File: src/rtl/lc3b_types.sv
// Shared LC-3b types for the single-line buffer: line/tag/offset widths, FSM states, byte-merge helper.
package lc3b_types;

    typedef logic [15:0]  lc3b_word;
    typedef logic [127:0] lc3b_line;
    typedef logic [11:0]  lc3b_line_tag;
    typedef logic [2:0]   lc3b_line_offset;

    typedef enum logic [1:0] {
        ST_IDLE  = 2'd0,
        ST_FETCH = 2'd1,
        ST_WRITE = 2'd2,
        ST_RESP  = 2'd3
    } lb_state_t;

    function automatic lc3b_line merge_word(input lc3b_line line, input lc3b_line_offset off,
                                            input logic [1:0] be, input lc3b_word wdata);
        lc3b_line r;
        int       base;
        r    = line;
        base = 16 * int'(off);
        if (be[0]) r[base +: 8]     = wdata[7:0];
        if (be[1]) r[base + 8 +: 8] = wdata[15:8];
        return r;
    endfunction

endpackage

File: src/rtl/line_store.sv
// Valid/tag/data storage for one 128-bit line with byte-merge on CPU writes; single-cycle update.
// Lookup and word select are combinational; no backpressure (the FSM sequences all updates).
module line_store
    import lc3b_types::*;
(
    input  logic            clk,
    input  logic            rst_n,
    input  logic            load,
    input  lc3b_line        load_data,
    input  lc3b_line_tag    load_tag,
    input  logic            wr_en,
    input  lc3b_line_offset offset,
    input  logic [1:0]      wr_be,
    input  lc3b_word        wr_data,
    input  lc3b_line_tag    lookup_tag,
    output logic            hit,
    output lc3b_word        rd_word,
    output lc3b_line        line
);

    logic         valid;
    lc3b_line_tag tag;

    always_ff @(posedge clk or negedge rst_n) begin
        if (!rst_n) begin
            valid <= 1'b0;
            tag   <= '0;
            line  <= '0;
        end else if (load) begin
            valid <= 1'b1;
            tag   <= load_tag;
            line  <= load_data;
        end else if (wr_en) begin
            line  <= merge_word(line, offset, wr_be, wr_data);
        end
    end

    assign hit     = valid && (tag == lookup_tag);
    assign rd_word = line[16 * int'(offset) +: 16];

endmodule

File: src/rtl/line_buffer.sv
// Single-line write-through buffer between the LC-3b CPU port and a 128-bit physical memory.
// Read hit: mem_resp 1 cycle after request; misses/writes wait on pmem_resp (requests held, no timeout).
// Optional LINE_BUFFER_PERF_EN adds saturating hit_count / miss_count outputs.
module line_buffer
    import lc3b_types::*;
(
    input  logic         clk,
    input  logic         rst_n,
    input  logic         mem_read,
    input  logic         mem_write,
    input  logic [1:0]   mem_byte_enable,
    input  logic [15:0]  mem_address,
    input  logic [15:0]  mem_wdata,
    output logic         mem_resp,
    output logic [15:0]  mem_rdata,
    output logic         pmem_read,
    output logic         pmem_write,
    output logic [15:0]  pmem_address,
    output logic [127:0] pmem_wdata,
    input  logic [127:0] pmem_rdata,
    input  logic         pmem_resp
`ifdef LINE_BUFFER_PERF_EN
    ,
    output logic [15:0]  hit_count,
    output logic [15:0]  miss_count
`endif
);

    lb_state_t       state, state_nxt;
    logic            hit, wr_en, rd_latch, load;
    lc3b_word        rd_word;
    lc3b_line        line;
    lc3b_line_tag    req_tag;
    lc3b_line_offset req_off;

    assign req_tag = mem_address[15:4];
    assign req_off = mem_address[3:1];
    assign load    = (state == ST_FETCH) && pmem_resp;

    line_store u_store (
        .clk        (clk),
        .rst_n      (rst_n),
        .load       (load),
        .load_data  (pmem_rdata),
        .load_tag   (req_tag),
        .wr_en      (wr_en),
        .offset     (req_off),
        .wr_be      (mem_byte_enable),
        .wr_data    (mem_wdata),
        .lookup_tag (req_tag),
        .hit        (hit),
        .rd_word    (rd_word),
        .line       (line)
    );

    // Write is checked first so a simultaneous read+write behaves as a write.
    always_comb begin
        state_nxt = state;
        wr_en     = 1'b0;
        rd_latch  = 1'b0;
        case (state)
            ST_IDLE: begin
                if (mem_write) begin
                    if (hit) begin
                        wr_en     = 1'b1;
                        state_nxt = ST_WRITE;
                    end else begin
                        state_nxt = ST_FETCH;
                    end
                end else if (mem_read) begin
                    if (hit) begin
                        rd_latch  = 1'b1;
                        state_nxt = ST_RESP;
                    end else begin
                        state_nxt = ST_FETCH;
                    end
                end
            end
            ST_FETCH: if (pmem_resp) state_nxt = ST_IDLE;
            ST_WRITE: if (pmem_resp) state_nxt = ST_RESP;
            ST_RESP:  state_nxt = ST_IDLE;
            default:  state_nxt = ST_IDLE;
        endcase
    end

    always_ff @(posedge clk or negedge rst_n) begin
        if (!rst_n) begin
            state     <= ST_IDLE;
            mem_rdata <= '0;
        end else begin
            state <= state_nxt;
            if (rd_latch) mem_rdata <= rd_word;
        end
    end

    // Outputs decode from state, so reset clears them without waiting for a clock.
    assign mem_resp     = (state == ST_RESP);
    assign pmem_read    = (state == ST_FETCH);
    assign pmem_write   = (state == ST_WRITE);
    assign pmem_address = (pmem_read || pmem_write) ? {req_tag, 4'b0000} : 16'h0000;
    assign pmem_wdata   = pmem_write ? line : '0;

`ifdef LINE_BUFFER_PERF_EN
    logic refilled;
    logic idle_req;

    assign idle_req = (state == ST_IDLE) && (mem_read || mem_write);

    // refilled marks the post-FETCH re-evaluation so it is not counted as a hit.
    always_ff @(posedge clk or negedge rst_n) begin
        if (!rst_n) begin
            refilled   <= 1'b0;
            hit_count  <= '0;
            miss_count <= '0;
        end else begin
            if (load)
                refilled <= 1'b1;
            else if (idle_req)
                refilled <= 1'b0;
            if (idle_req && hit && !refilled && (hit_count != 16'hFFFF))
                hit_count <= hit_count + 16'd1;
            if (idle_req && !hit && (miss_count != 16'hFFFF))
                miss_count <= miss_count + 16'd1;
        end
    end
`endif

endmodule

File: config.mk
export PLATFORM = sky130hd
export DESIGN_NAME = line_buffer
export DESIGN_NICKNAME = d
export VERILOG_FILES = /design/src/rtl/lc3b_types.sv /design/src/rtl/line_store.sv /design/src/rtl/line_buffer.sv
export SDC_FILE = /design/constraint.sdc
export NUM_CORES = 1
export LEC_CHECK = 0
export BUFFER_PORTS_ARGS = -buffer_cell sky130_fd_sc_hd__buf_2
export CAP_MARGIN = 20
export CORE_UTILIZATION = 40
export CTS_CLUSTER_DIAMETER = 60
export CTS_CLUSTER_SIZE = 8
export DETAILED_ROUTE_END_ITERATION = 6
export GPL_ROUTABILITY_DRIVEN = 0
export GPL_TIMING_DRIVEN = 0
export PLACE_DENSITY = 0.68
export SYNTH_ARGS = -nofsm -noshare
export SYNTH_HDL_FRONTEND = slang
export SYNTH_SLANG_ARGS = --single-unit
File: constraint.sdc
create_clock -name clk -period 3.08 [get_ports clk]
set_input_delay 0.616 -clock clk [delete_from_list [all_inputs] [get_ports clk]]
set_output_delay 0.616 -clock clk [all_outputs]
set_load 0.1 [all_outputs]
==> results.sh <==
export IMPL_worst_pin_slew_ns=0.9785
export IMPL_cts_tree="built"
export IMPL_vias_per_cell=5.954
export IMPL_drc=3
export IMPL_num_vias=9544
export IMPL_layout_commonest_cell="buf_2"
export IMPL_ys_ff_latch=159
export IMPL_syn_instance_count=926
export IMPL_yosys_most_used_dff="dfrtp_1"
export IMPL_critPathLaunchType="primary input"
export IMPL_drt_iter0_markers=862
export IMPL_clkSlewWorstSetupHoldPaths_ns=0.07
export IMPL_cp_end_kind="flip-flop"
export IMPL_busiest_layer="met2"
export IMPL_stdcell_count=1603
export IMPL_yosysUniqueCellTypes=55
export IMPL_relSlewSlack=0.3477
export IMPL_cts_buffers=17
export IMPL_critPathArrivalTime_ns=3.33
export IMPL_h_tree_depth=4
export IMPL_yosysWarningCount=0
export IMPL_grt_pass1_wl_mm=58.73
export IMPL_syn_area_mm2=0.009955
export IMPL_hold_violations=0
export IMPL_setup_viol=0
export IMPL_antenna_found_initial=4
export IMPL_tns_ns=0
export IMPL_ir_worst_vdd_mv=0.5938
export IMPL_hpwl_mm=30.18
export IMPL_ff2ff_path_depth=8
export IMPL_hold_class="primary input to asynchronous set/reset pin"
export IMPL_outcome="finished with violations"
export IMPL_avgSynthCellArea_um2=10.75
export IMPL_ios=330
export IMPL_num_rows=57
export IMPL_core_mm2=0.02439
export IMPL_design_area_mm2=0.01298
export IMPL_powerDensity_mw_per_mm2=1056
export IMPL_wl_per_cell_um=24.90
export IMPL_r2r_end="u_store.line[89]"
export IMPL_grt_max_degree=86
export IMPL_fin_crit_sh=0.9792
export IMPL_clk_latency_ns=0.43
export IMPL_root_buffer="clkbuf_16"
export IMPL_met3_usage=0.05610
export IMPL_syn_to_final_growth_pct=30.42
export IMPL_clock_path_buffers=2
export IMPL_grt_pass1_vias=9392
export IMPL_final_max_slew_viol_count=0
export IMPL_start_util=0.4081
export IMPL_fmax_ghz=0.3316
export IMPL_die_y_um=159.8
export IMPL_reg2reg_from="state[1]"
export IMPL_synth_edf_count=0
export IMPL_crit_type="primary input to flip-flop"
export IMPL_grt_remaining_overflow=0
export IMPL_grt_use_met2=0.4944
export IMPL_cts_sinks=159
export IMPL_async_flop_share=1.000
export IMPL_die_x_um=159.8
export IMPL_place_area_mm2=0.01202
export IMPL_drv_cap=0
export IMPL_routed_wl_mm=39.92
export IMPL_drive_gt1_frac=0.3793
export IMPL_dr_pass1_iters=7
export IMPL_crit_path_start="mem_address[2]"
export IMPL_violations="DRC"
export IMPL_fin_nets=1442
export IMPL_fin_skew_ns=0.01058
export IMPL_io_buffers=308
export IMPL_p_leak_nw=6.661
export IMPL_finalCriticalPeriod_ns=3.016
export IMPL_total_power_mw=13.71
export IMPL_dp_cells=1568
export IMPL_postCtsHoldBufs=0
export IMPL_setup_ws_ns=0.06417
export IMPL_die_area_mm2=0.02552
export IMPL_endpoint="u_store.line[48]"
export IMPL_pre_cts_slack_ns=-0.5767
export IMPL_ys_seq_area_frac=0.3997
export IMPL_crit_fanout=10
export IMPL_reg2reg_setup_slack_ns=0.20
export IMPL_grtUsageMet1=0.4277
export IMPL_worstPathRequired_ns=3.40
export IMPL_drt_antenna_violating_nets=0
export IMPL_rsz0062_at_grt="no"
export IMPL_final_cell_mix="221 x buf_2, 159 x dfrtp_1, 143 x and2_1, 109 x and3_1, 105 x nand2_1"
export IMPL_grt_total_usage=0.3107
-- critical path, stage by stage --
cell	delay (ns)
buf_2	0.17
buf_4	0.21
buf_6	0.20
inv_1	0.09
ha_1	0.27
ha_4	0.34
o31ai_2	0.13
or2_2	0.36
o41a_1	0.50
a221o_1	0.41
-- layout make-up --
type                    instances  area, um2
clock inverters                14      215.2
multi-input cells             668       5588
well taps                     324      405.4
repair buffers                317       1887
diodes                          3      7.507
clock buffers                  17      425.4
flip-flops and latches        159       3979
fillers                      2262      11410
inverters                      16      60.06
plain buffers                  85      415.4
-- timing repair --
| item | 4_1_cts | 5_1_grt |
|---|---|---|
| setup buffers | 2 | 0 |
| pin swaps | 3 | 1 |
| setup endpoints to repair | 134 | 130 |
| resized for setup | 79 | 48 |
-- where the power goes --
part | switching, mW | total (mW) | leakage [nW] | internal (mW)
clock network | 0.933 | 2.37 | 0.309 | 1.44
logic | 5.35 | 7.60 | 4.33 | 2.25
registers | 0.787 | 3.74 | 2.02 | 2.95
-- per-stage QoR --
| step | hold slack [ns] | util |
|---|---|---|
| after global routing | 0.2241 | 0.5323 |
| after floorplan | 0.3204 | - |
| after CTS | 0.2087 | 0.5280 |
| after detailed placement | 0.4618 | 0.4928 |
| after global placement | 0.4563 | 0.4895 |
| final | 0.1526 | 0.5323 |
-- cells by family after synthesis --
group / synth area share
AO/OA/AOI/OAI: 0.1639
XOR/XNOR: 0.01018
AND/OR/NAND/NOR: 0.2550
multiplexers: 0.1124
buffers and inverters: 0.04462
other: 0.0003767
adder cells (fa/ha/maj): 0.01383
flip-flops: 0.3997
-- cell usage after synthesis (2+ instances only) --
library cell	instances	area (um2)
a221o_1	104	1041
a22o_1	16	140.1
a31o_2	2	17.52
a41oi_1	2	17.52
a41oi_2	2	32.53
a41oi_4	6	165.2
and2_1	143	894.6
and3_1	109	681.9
buf_1	21	78.83
buf_2	7	35.03
buf_4	8	60.06
buf_6	3	33.78
clkbuf_1	47	176.4
dfrtp_1	159	3979
ha_1	11	137.6
inv_1	16	60.06
mux2_2	22	247.7
mux2_4	10	150.1
mux4_2	32	720.7
nand2_1	105	394.1
nand2b_1	8	50.05
nand3_1	8	40.04
nand4_1	5	31.28
nand4_4	2	42.54
nor2_1	7	26.28
nor3_1	7	35.03
nor4_1	5	31.28
nor4_4	9	191.4
o211ai_1	16	120.1
o21ai_0	2	10.01
xnor2_2	3	48.80
xor2_1	6	52.55
-- worst min path at each step --
stage / startpoint / endpoint / cells after the start
floorplan: rst_n / mem_rdata[0] / 0
global placement: u_store.valid / u_store.valid / 1
detailed placement: u_store.valid / u_store.valid / 1
CTS: rst_n / u_store.line[1] / 1
global route: rst_n / u_store.line[0] / 1
finish: rst_n / u_store.line[0] / 1
-- state kept, by name, summed over array words and instances, names as in the netlist --
name	flops
u_store.line	128
mem_rdata	16
u_store.tag	12
state	2
u_store.valid	1
-- per-layer routing --
layer | vias up | wire, um
li1 | 4152 | -
met3 | 78 | 3475
met1 | 4722 | 16700
met5 | - | 0
met2 | 592 | 18710
met4 | 0 | 1041
Note: power is estimated with default switching activity, not from simulation.
